$ cat src/rtl/pzbcm_ready_slicer.sv
// Multi-stage valid/ready skid-buffer slice that cuts the backward ready path.
// Define PZBCM_READY_SLICER_ASSERTION_EN to compile in protocol assertions.
module pzbcm_ready_slicer #(
    parameter int  WIDTH     = 1,
    parameter type TYPE      = logic [WIDTH-1:0],
    parameter int  STAGES    = 1,
    parameter bit  USE_RESET = 1
) (
    input  logic i_clk,
    input  logic i_rst,
    input  logic i_valid,
    output logic o_ready,
    input  TYPE  i_data,
    output logic o_valid,
    input  logic i_ready,
    output TYPE  o_data
);

    logic [STAGES-1:0] main_valid;
    logic [STAGES-1:0] skid_valid;
    logic [STAGES-1:0] ready_q;
    logic [STAGES-1:0] main_valid_d;
    logic [STAGES-1:0] skid_valid_d;
    logic [STAGES-1:0] up_valid;
    logic [STAGES-1:0] dn_ready;
    logic [STAGES-1:0] in_fire;
    logic [STAGES-1:0] out_fire;

    TYPE main_data   [STAGES];
    TYPE skid_data   [STAGES];
    TYPE main_data_d [STAGES];
    TYPE skid_data_d [STAGES];
    TYPE up_data     [STAGES];

    // Neighbour links: every cross-stage signal comes from a flop.
    always_comb begin
        up_valid             = '0;
        dn_ready             = '0;
        up_valid[0]          = i_valid;
        up_data[0]           = i_data;
        dn_ready[STAGES-1]   = i_ready;
        for (int s = 1; s < STAGES; s++) begin
            up_valid[s]   = main_valid[s-1];
            up_data[s]    = main_data[s-1];
            dn_ready[s-1] = ready_q[s];
        end
    end

    always_comb begin
        in_fire      = up_valid & ready_q;
        out_fire     = main_valid & dn_ready;
        main_valid_d = main_valid;
        skid_valid_d = skid_valid;
        for (int s = 0; s < STAGES; s++) begin
            main_data_d[s] = main_data[s];
            skid_data_d[s] = skid_data[s];
            if (!main_valid[s]) begin
                if (in_fire[s]) begin
                    main_valid_d[s] = 1'b1;
                    main_data_d[s]  = up_data[s];
                end
            end else if (out_fire[s]) begin
                if (skid_valid[s]) begin
                    main_data_d[s]  = skid_data[s];
                    skid_valid_d[s] = 1'b0;
                end else if (in_fire[s]) begin
                    main_data_d[s]  = up_data[s];
                end else begin
                    main_valid_d[s] = 1'b0;
                end
            end else if (in_fire[s]) begin
                skid_valid_d[s] = 1'b1;
                skid_data_d[s]  = up_data[s];
            end
        end
    end

    always_ff @(posedge i_clk) begin
        if (i_rst) begin
            main_valid <= '0;
            skid_valid <= '0;
            ready_q    <= '0;
        end else begin
            main_valid <= main_valid_d;
            skid_valid <= skid_valid_d;
            ready_q    <= ~skid_valid_d;
        end
    end

    if (USE_RESET) begin : g_data_rst
        always_ff @(posedge i_clk) begin
            for (int s = 0; s < STAGES; s++) begin
                if (i_rst) begin
                    main_data[s] <= '0;
                    skid_data[s] <= '0;
                end else begin
                    main_data[s] <= main_data_d[s];
                    skid_data[s] <= skid_data_d[s];
                end
            end
        end
    end else begin : g_data_nrst
        always_ff @(posedge i_clk) begin
            for (int s = 0; s < STAGES; s++) begin
                main_data[s] <= main_data_d[s];
                skid_data[s] <= skid_data_d[s];
            end
        end
    end

    assign o_ready = ready_q[0];
    assign o_valid = main_valid[STAGES-1];
    assign o_data  = main_data[STAGES-1];

`ifdef PZBCM_READY_SLICER_ASSERTION_EN
    a_valid_hold : assert property (
        @(posedge i_clk) disable iff (i_rst)
        i_valid && !o_ready |=> i_valid
    ) else $error("stage 0: i_valid dropped before acceptance");

    a_data_stable : assert property (
        @(posedge i_clk) disable iff (i_rst)
        i_valid && !o_ready |=> $stable(i_data)
    ) else $error("stage 0: i_data changed while stalled");

    for (genvar g = 0; g < STAGES; g++) begin : g_assert
        a_no_skid_ovf : assert property (
            @(posedge i_clk) disable iff (i_rst)
            !(skid_valid[g] && in_fire[g])
        ) else $error("stage %0d: accepted with skid full", g);
    end

    a_valid_known : assert property (
        @(posedge i_clk) !i_rst |-> !$isunknown(o_valid)
    ) else $error("stage %0d: o_valid unknown", STAGES - 1);
`endif

endmodule
$ cat config.mk
export PLATFORM = sky130hd
export DESIGN_NAME = pzbcm_ready_slicer
export DESIGN_NICKNAME = d
export VERILOG_FILES = /design/src/rtl/pzbcm_ready_slicer.sv
export SDC_FILE = /design/constraint.sdc
export NUM_CORES = 1
export LEC_CHECK = 0
export ABC_AREA = 1
export CORE_AREA = 2 2 39 41
export DETAILED_ROUTE_END_ITERATION = 12
export DIE_AREA = 0 0 41 43
export GPL_ROUTABILITY_DRIVEN = 1
export GPL_TIMING_DRIVEN = 1
export PLACE_DENSITY = 0.39
export SYNTH_ARGS = -nofsm -noshare
export SYNTH_HDL_FRONTEND = slang
export SYNTH_SLANG_ARGS = --single-unit
$ cat constraint.sdc
create_clock -name i_clk -period 0.95 [get_ports i_clk]
set_input_delay 0.095 -clock i_clk [delete_from_list [all_inputs] [get_ports i_clk]]
set_output_delay 0.095 -clock i_clk [all_outputs]
set_load 0.005 [all_outputs]
## Yosys cells after proc, flatten, opt, wreduce, memory -nomap -nowiden

Memory sizes are Yosys's and may differ from the RTL's.
Index checks and enable logic that the tools add are counted.

- Bitwise gates (word level): 3
- Reduce and logical (&&, ||, !) cells: 2
- Multiplexer cells: 21

Operator list:

| operator | count |
|---|---|
| 2-to-1 mux 1 bit | 21 |
| AND 1 bit | 2 |
| OR reduction 1 bit | 2 |
| inverter 1 bit | 1 |

- Bits in writable memories: 2
- Output and inout bits: 3
- Memories: 2
- Input bits: 5
- Flip-flop bits (word level): 3
- Word-level logic and storage cells: 31

Memory list:

| memory | depth | bits a word | rd ports | clocked after Yosys merged registers in | wr ports | line | RTL |
|---|---|---|---|---|---|---|---|
| main_data | 1 | 1 | 1 | 0 | 1 | 29 | `TYPE main_data [STAGES];` |
| skid_data | 1 | 1 | 1 | 0 | 1 | 30 | `TYPE skid_data [STAGES];` |

## Logic depth before layout (Yosys ltp)

Gate-level depths: netlist of run 1.

- Depth in word-level cells: 6
- Gate-level depth with buffers: 5
- Gate-level depth less buffers: 5

## Worst setup path before layout of run 1

No wires, ideal clock.

- Path type: reg2reg
- Start: register main_valid (netlist: o_valid)
- End: memory skid_data[0] in the netlist's numbering
- Data arrival time: 0.713 ns
- Path slack: 0.124 ns
- Library setup time: 0.113 ns
- Cell stages (with the launch flop): 4
- Required time: 0.837 ns
- Buffers on the path: 0
- Period minus slack after synthesis: 0.826 ns
- Cell sequence: dfxtp_1 > nand4_2 > o21ai_1 > nor2_1

- Longest elaborated chain between the ends: 4

Ends and longest elaborated chain:

| what | line | RTL |
|---|---|---|
| start: declaration | 19 | `logic [STAGES-1:0] main_valid;` |
| start signal: assignment | 84 | `main_valid <= main_valid_d;` |
| AND 1 bit | 51 | `out_fire = main_valid & dn_ready;` |
| 2-to-1 mux 1 bit | -- |  |
| 2-to-1 mux 1 bit (*) | -- |  |
| 2-to-1 mux 1 bit (no line) (*) | -- |  |
| end: declaration | 30 |  |

Every way passes the cells marked *; elsewhere a longest branch is shown, timed or not.

## Final worst setup path of run 1

- Start: register main_valid (netlist: o_valid)
- End: output port o_valid

RTL lines:

| what | line | RTL |
|---|---|---|
| end: declaration | 14 | `output logic o_valid,` |

No word-level cell between the ends.

==> flow_metrics.tcl, run 1 <==
set metrics [dict create \
    status "complete, no violations" \
    gp_congestion 0.6778 \
    ys_types 9 \
    worst-r2r-setup-slack_ns 0.07 \
    grt_use_total 0.08753 \
    die_h_um 43 \
    p_leak_nw 0.1601 \
    placed_area_um2 310.3 \
    cp_data_required_time_ns 0.85 \
    io_pins 8 \
    cp_top_family "flip-flops" \
    critPathLaunchType "flip-flop" \
    r2r_end "skid_data[0]" \
    fp.dieW_um 41 \
    crit_path_max_incr_delay_ns 0.33 \
    grt_pass1_wl_um 897 \
    whs_ns 0.4657 \
    vias 230 \
    drt-vias-per-instance 4.035 \
    syn_nets 33 \
    p_per_area_mw_per_mm2 1561 \
    final.fill_count 155 \
    htreeDepth 1 \
    grt_max_degree 6 \
    drv_cap 0 \
    fp-row-count 14 \
    timing.critical_path.to_type "output pin" \
    antenna_left 0 \
    slowest_stage "dfxtp_1" \
    arrival_ns 0.81 \
    syn_area_um2 205.2 \
    clk_latency_ns 0.24 \
    grt_remaining_overflow 0 \
    post-route-util 0.2514 \
    path_cells "dlygate4sd2_1" \
    synthCells 28 \
    antenna_cells 0 \
    cts.path.max_buffers 2 \
    reg2reg_from "o_ready" \
    tightestPinTransition_ns 0.2187 \
    finalCritPeriodShare 0.9540 \
    cts_hold_buf 0 \
    hold_viol_final 0 \
    slew_headroom 0.8538 \
    slew_viol_final 0 \
    final_common_cell "nand2_1" \
    port_buffers 7 \
    placedCellCount 53 \
    initial_core_util 0.1483 \
    cts_buffers 3 \
    cp_num_cells 1 \
    finalClockSkew_ns 0.001076 \
    finalWirelength_um 548 \
    finalCriticalPeriod_ns 0.9063 \
    mostFrequentLayoutCells "10 x nand2_1, 5 x dfxtp_1, 4 x clkdlybuf4s50_1" \
    hold_class "reg -> reg" \
    area_growth_pct 69.51 \
    ctsRootBufferMaster "clkbuf_4" \
    crit_type "reg -> out" \
    nets 47 \
    reg2reg_depth 4 \
    ys_ff_latch 5 \
    total_power_mw 0.5428 \
    clock-sinks 5 \
    syn_avg_cell_area_um2 7.328 \
    rsz0062_at_grt "false" \
    grt_pass1_vias 235 \
    wl_per_cell_um 9.614 \
    cp_max_fo 2 \
    worstHoldStart "main_data[0]" \
    ys.warnings.count 0 \
    drive_above_1_share 0.1707 \
    hold_depth 2 \
    core-area_mm2 0.001384 \
    whs_endpoint "main_data[0]" \
    dr.pass1.iters 4 \
    antenna_found_initial 0 \
    drt_iter0_markers 8 \
    dieArea_mm2 0.001763 \
    fmax_mhz 1103 \
    ys_seq_area_frac 0.4878 \
    design_area_um2 347.8 \
    hpwl_um 417.1 \
    ir_drop_uv 568.9 \
    path_clk_slew_ns 0.04 \
    cts_tree "built" \
    drt_drc_violations_left 0 \
    path_buf_inv 1 \
    final_cells 57 \
    setup_viol 0 \
]
## kinds of logic (layout without fill, tap and decap cells)
group / count (synthesis) / after routing / synth area share
and+or+nand+nor: 17 / 17 / 0.3719
AOI/OAI and AO/OA: 4 / 4 / 0.1037
DFF: 5 / 5 / 0.4878
buffers and inverters: 2 / 15 / 0.03660
## layer usage
metal  share of wire  wire length [µm]  global-route usage
met3           0.033                18             0.06283
met4           0.013                 7              0.1000
met5               0                 0                   0
met1            0.41               225             0.07767
met2            0.54               297              0.1125
## where the power goes
group / internal, mW / switching, mW
Clock: 0.159 / 0.0899
Sequential: 0.219 / 0.00433
Combinational: 0.0378 / 0.0323
## cell type report
cell class	instances	area (µm²)	area share
multi-input cells	21	108.9	0.3129
flip-flops and latches	5	100.1	0.2878
repair buffers	9	85.08	0.2446
clock buffers	4	26.28	0.07554
well taps	16	20.02	0.05755
inverters	2	7.507	0.02158
## metrics by stage
stage / setup slack, ns / TNS, ns
6_report: 0.04373 / 0
5_1_grt: 0.0003186 / 0
4_1_cts: 0.04225 / 0
3_5_place_dp: -0.1496 / -0.4089
3_3_place_gp: -0.1207 / -0.3016
2_1_floorplan: 0.1238 / 0
## worst max path at each step
stage                   end     from
3_3_place_gp   skid_data[0]  i_valid
2_1_floorplan  skid_data[0]  o_valid
3_5_place_dp   skid_data[0]  i_valid
5_1_grt        main_data[0]  o_ready
4_1_cts             o_ready  o_ready
6_report            o_valid  o_valid
## what timing repair did
action                     CTS  global route
hold endpoints to repair     0             0
setup endpoints to repair    3             2
pin swaps                    0             1
resized for setup            3             3
gates cloned                 0             0
setup buffers                0             0
## synthesized netlist by cell type, drive strengths merged
| master | number | area, µm² |
|---|---|---|
| nand3 | 3 | 15.01 |
| inv | 2 | 7.510 |
| nor2 | 2 | 7.510 |
| dfxtp | 5 | 100.1 |
| nand2 | 11 | 41.29 |
| o21ai | 1 | 5.000 |
| nand4 | 1 | 12.51 |
| a31oi | 1 | 6.260 |
| a21oi | 2 | 10.01 |
No activity file was read; power rests on OpenSTA's default activity.
==> inputs of run 2 (changes only) <==
SLEW_MARGIN = 20   (was unset)
==> results of run 2 <==
Same layout as run 1: the final DEF is identical, and so are final timing and power.
